### config.mk
export PLATFORM = sky130hd
export DESIGN_NAME = ctrl_pulse_monitor
export DESIGN_NICKNAME = d
export VERILOG_FILES = /design/src/rtl/ctrl_pulse_monitor.sv
export SDC_FILE = /design/constraint.sdc
export NUM_CORES = 1
export LEC_CHECK = 0
export ABC_AREA = 1
export BUFFER_PORTS_ARGS = -buffer_cell sky130_fd_sc_hd__buf_2
export CAP_MARGIN = 20
export CORE_MARGIN = 1
export CORE_UTILIZATION = 50
export CTS_CLUSTER_SIZE = 12
export DETAILED_ROUTE_END_ITERATION = 7
export PLACE_DENSITY_LB_ADDON = 0.05
export RECOVER_POWER = 25
export SLEW_MARGIN = 15
export SYNTH_ARGS = -nofsm -noshare
export SYNTH_HDL_FRONTEND = slang
export SYNTH_SLANG_ARGS = --single-unit
### constraint.sdc
create_clock -name clock -period 2.4 [get_ports clock]
set_clock_uncertainty 0.1 [all_clocks]
set_input_delay 0.24 -clock clock [delete_from_list [all_inputs] [get_ports clock]]
set_output_delay 0.24 -clock clock [all_outputs]
set_load 0.01 [all_outputs]
### src/rtl/ctrl_pulse_monitor.sv
// Periodic control-input monitor: synchronizes i_ctrl, measures period and high
// time in clock cycles, flags lock on two equal periods and a sticky timeout.
`timescale 1ns/1ps
module ctrl_pulse_monitor #(
    parameter int CNT_W   = 8,
    parameter int TIMEOUT = 200
) (
    input  logic             clock,
    input  logic             reset_n,
    input  logic             i_ctrl,
    output logic [CNT_W-1:0] o_period,
    output logic [CNT_W-1:0] o_high,
    output logic             o_valid,
    output logic             o_locked,
    output logic             o_timeout
);

    // state | meaning
    // IDLE  | no measurement running; wait for a rise to start one
    // HIGH  | counting the high phase; fall captures the high time
    // LOW   | counting the low phase; rise closes and reports the period
    typedef enum logic [1:0] {IDLE, HIGH, LOW} state_t;

    localparam logic [CNT_W-1:0] TO_VAL  = CNT_W'(TIMEOUT);
    localparam logic [CNT_W-1:0] CNT_MAX = '1;
    localparam logic [CNT_W-1:0] ONE     = CNT_W'(1);

    logic             s0_q, s1_q, sd_q;
    logic             rise, fall;
    state_t           state_q, state_d;
    logic [CNT_W-1:0] cnt_q, cnt_d, cnt_inc;
    logic [CNT_W-1:0] high_cap_q, high_cap_d;
    logic             have_prev_q, have_prev_d;
    logic [CNT_W-1:0] period_q, period_d;
    logic [CNT_W-1:0] high_q, high_d;
    logic             valid_q, valid_d;
    logic             locked_q, locked_d;
    logic             timeout_q, timeout_d;
    logic             to_hit;

    always_ff @(posedge clock or negedge reset_n) begin
        if (!reset_n) begin
            s0_q <= 1'b0;
            s1_q <= 1'b0;
            sd_q <= 1'b0;
        end else begin
            s0_q <= i_ctrl;
            s1_q <= s0_q;
            sd_q <= s1_q;
        end
    end

    assign rise    = s1_q & ~sd_q;
    assign fall    = ~s1_q & sd_q;
    assign cnt_inc = (cnt_q == CNT_MAX) ? cnt_q : cnt_q + ONE;

    always_comb begin
        state_d     = state_q;
        cnt_d       = cnt_q;
        high_cap_d  = high_cap_q;
        have_prev_d = have_prev_q;
        period_d    = period_q;
        high_d      = high_q;
        valid_d     = 1'b0;
        locked_d    = locked_q;
        timeout_d   = timeout_q;
        to_hit      = 1'b0;

        case (state_q)
            IDLE: begin
                cnt_d = '0;
                if (rise) begin
                    cnt_d   = ONE;
                    state_d = HIGH;
                end
            end
            HIGH: begin
                cnt_d = cnt_inc;
                if (fall) begin
                    high_cap_d = cnt_q;
                    state_d    = LOW;
                end else if (cnt_q == TO_VAL) begin
                    to_hit = 1'b1;
                end
            end
            LOW: begin
                cnt_d = cnt_inc;
                if (rise) begin
                    period_d    = cnt_q;
                    high_d      = high_cap_q;
                    valid_d     = 1'b1;
                    locked_d    = have_prev_q & (cnt_q == period_q);
                    have_prev_d = 1'b1;
                    timeout_d   = 1'b0;
                    cnt_d       = ONE;
                    state_d     = HIGH;
                end else if (cnt_q == TO_VAL) begin
                    to_hit = 1'b1;
                end
            end
            default: state_d = IDLE;
        endcase

        // An edge in the same cycle always takes priority, so to_hit implies no edge.
        if (to_hit) begin
            timeout_d   = 1'b1;
            locked_d    = 1'b0;
            have_prev_d = 1'b0;
            cnt_d       = '0;
            state_d     = IDLE;
        end
    end

    always_ff @(posedge clock or negedge reset_n) begin
        if (!reset_n) begin
            state_q     <= IDLE;
            cnt_q       <= '0;
            high_cap_q  <= '0;
            have_prev_q <= 1'b0;
            period_q    <= '0;
            high_q      <= '0;
            valid_q     <= 1'b0;
            locked_q    <= 1'b0;
            timeout_q   <= 1'b0;
        end else begin
            state_q     <= state_d;
            cnt_q       <= cnt_d;
            high_cap_q  <= high_cap_d;
            have_prev_q <= have_prev_d;
            period_q    <= period_d;
            high_q      <= high_d;
            valid_q     <= valid_d;
            locked_q    <= locked_d;
            timeout_q   <= timeout_d;
        end
    end

    assign o_period  = period_q;
    assign o_high    = high_q;
    assign o_valid   = valid_q;
    assign o_locked  = locked_q;
    assign o_timeout = timeout_q;

endmodule

==> summary.md <==
| Metric | Value |
|---|---|
| Status | `complete, no violations` |
| Slew @ Worst Pin | `1.01 ns` |
| Max-slew violation count | `0` |
| Initial antenna violation count | `0` |
| Reg2reg start | `state_q[0]$_DFFE_PN0P_` |
| Syn Inst Count | `247` |
| Synth warn | `0` |
| Crit path time final | `1.84 ns` |
| Worst-path clk slew | `0.07 ns` |
| Mapped Nets | `257` |
| Vias per cell | `roughly 5` |
| Die height | `65.6 um` |
| Hpwl dp | `2800 um` |
| First-pass GRT wire length | `6790 um` |
| Longest Clk Path Bufs | `2` |
| Maximum clock rate | `544 MHz` |
| Final period utilization | `76.5%` |
| Routed wire length | `3940 um` |
| Via count | `about 1600` |
| Endpoints failing setup | `0` |
| LEAKAGE | `1.19 nW` |
| DRC Markers | `0` |
| Grt total ovfl | `0` |
| Cell taking the most area after synthesis | `dfrtp_1` |
| Min-Delay Path Class | `input port to async pin` |
| Final setup TNS | `0 ns` |
| Filler cells | `~330` |
| Max_cap viols | `0` |
| Vias in the first global route | `1505` |
| #FFs+latches synth | `41` |
| Total GRT Usage | `roughly a fifth` |
| Most frequent cells in the layout | `90 x nand2_1, 41 x dfrtp_1, 24 x o21ai_0` |
| Crit Reg-Reg Endpoint | `cnt_q[0]$_DFFE_PN0P_` |
| Pwr dens | `823 nW/um^2` |
| Die ar. | `4300 um^2` |
| Clock sink count | `41` |
| Area grow syn2layout | `11.2%` |
| Fin. Hold Viols | `0` |
| Synthesized area | `slightly above 2000 um^2` |
| Sequential area share after synthesis | `50.8%` |
| H-tree level count | `2` |
| Reg2Reg Setup Slack | `0.56 ns` |
| Commonest non-fill, non-tap cell in the layout | `nand2_1` |
| DRT antenna net count | `0` |
| Asr flop ratio synth | `100%` |
| Post-synth EDFFs | `0` |
| WS Path Type | `flip-flop to flip-flop` |
| Rel. slew slack | `32.8%` |
| RSZ-0062 raised after global routing | `no` |
| Share of layout cells above drive strength 1 | `between 10% and 20%` |
| Critical path arrival | `roughly 1.9 ns` |
| Top_reg_cell synth | `dfrtp_1` |
| Yosys top cell area share | `50.8%` |
| Starting Density | `53.6%` |
| Clock latency on the worst-skew pair | `0.28 ns` |
| Routability cong. | `approximately 0.85` |
| Wire per inst | `12.4 um` |
| VDD IR max | `0.000570 V` |
| Startpoint types | `flip-flop` |
| Die Wd | `about 66 um` |
| Clock tree from TritonCTS | `done` |
| PortBufs | `21` |
| Post-CTS setup buffers | `0` |
| Core Area | `3770 um^2` |
| Largest net degree at the start of global routing | `42` |
| Final #Nets | `282` |
| Synth Area per Inst | `slightly above 8 um^2` |
| Inserted Diodes | `0` |
| Detailed Routing Iterations Pass 1 | `4` |
| FP Rows | `22` |
| Hold WS | `0.0199 ns` |
| Root Driver | `clkbuf_8` |
| Initial DRC count | `86` |
| Worst path required time | `2.48 ns` |
| Yosys cell types | `24` |
| Worst setup EP type | `flip-flop` |
| Worst R2R Path Depth | `8` |
| Ranking of synthesized cells by area | `dfrtp_1 51%, nand2_1 17%, o21ai_0 5.9%` |
| CTS Buf Count | `5` |
| Worst setup path start | `state_q[0]$_DFFE_PN0P_` |
| Io pins | `22` |
| Worst-path fanout max | `23` |
| Crit path to | `cnt_q[0]$_DFFE_PN0P_` |
power breakdown:
group,internal [W],leakage (nW),total [W],switching (W)
clock,0.000191,0.0399,0.000406,0.000214
combinational,0.000201,0.595,0.000584,0.000383
sequential,0.000781,0.557,0.000857,0.0000755
worst min path at each step:
stage                   start  slack, ns                         to
2_1_floorplan         reset_n      -0.16       cnt_q[0]$_DFFE_PN0P_
3_3_place_gp   s0_q$_DFF_PN0_       0.25             s1_q$_DFF_PN0_
3_5_place_dp   s0_q$_DFF_PN0_       0.25             s1_q$_DFF_PN0_
4_1_cts               reset_n      0.005      o_high[2]$_DFFE_PN0P_
5_1_grt               reset_n       0.11      o_high[7]$_DFFE_PN0P_
6_report              reset_n       0.02  high_cap_q[6]$_DFFE_PN0P_
layout make-up:
cell class                 instances  area, um^2  share of cell area (%)
multi-input combinational        175         865                    38.5
clock buffer                       5        68.8                    3.07
clock inverter                     1        5.00                   0.223
inverter                          26        97.6                    4.35
timing repair buffer              23         123                    5.46
sequential                        41        1030                    45.7
tap                               48        60.1                    2.68
layer usage:
layer | global-route usage, % | wire [um] | up-vias
li1 | - | - | 822
met1 | 29.7 | 2030 | 709
met2 | 31.1 | 1670 | 47
met3 | 4.69 | 195 | 6
met4 | 7.34 | 43 | 0
met5 | 0 | 0 | -
logic make-up (layout without fill, tap and decap cells):
kind of cell	Yosys count	in the layout	share of synthesized area [%]
fa+ha+maj	7	7	4.34
flops	41	41	50.8
compound gates	35	35	8.67
simple gates	129	129	28.1
buf+inv	31	55	6.38
xor+xnor	4	4	1.74
synth_stat cells, types with 3 or more instances:
master    n
nand2_1  90
a21oi_1   5
nand3_1  11
o21ai_0  24
nand2_2   3
o21ai_1   6
ha_1      7
dfrtp_1  41
inv_2     4
nor2_2    6
inv_1    22
nor2_1   11
per-stage QoR:
step / cell area, um^2 / util [%] / setup slack [ns] / power [W] / cells
3_3_place_gp: 2160 / 57.3 / 0.631 / 0.00146 / 312
2_1_floorplan: 2020 / - / 0.888 / 0.00131 / 247
6_report: 2240 / 59.5 / 0.563 / 0.00185 / 319
5_1_grt: 2240 / 59.5 / 0.373 / 0.00200 / 319
4_1_cts: 2240 / 59.5 / 0.556 / 0.00186 / 319
3_5_place_dp: 2160 / 57.3 / 0.569 / 0.00146 / 312
registers in the layout (all words and copies together) (netlist names), 2 cells and up:
register    cells
cnt_q           8
high_cap_q      8
o_high          8
o_period        8
state_q         2
repair_timing:
item | 4_1_cts | 5_1_grt
hold endpoints to repair | 1 | 0
hold buffers | 1 | 0
setup endpoints to repair | 0 | 0
resized for setup | 0 | 0
worst max-delay path, cell delays in order (launching register included):
cell and delay, ns:
dfrtp_1 0.42, inv_1 0.08, ha_1 0.24, nand2_1 0.51, nand3_1 0.16, nand2_1 0.08
nand2_1 0.04, nand2_1 0.05, nand2_1 0.05
Note: power is estimated with default switching activity, not from simulation.
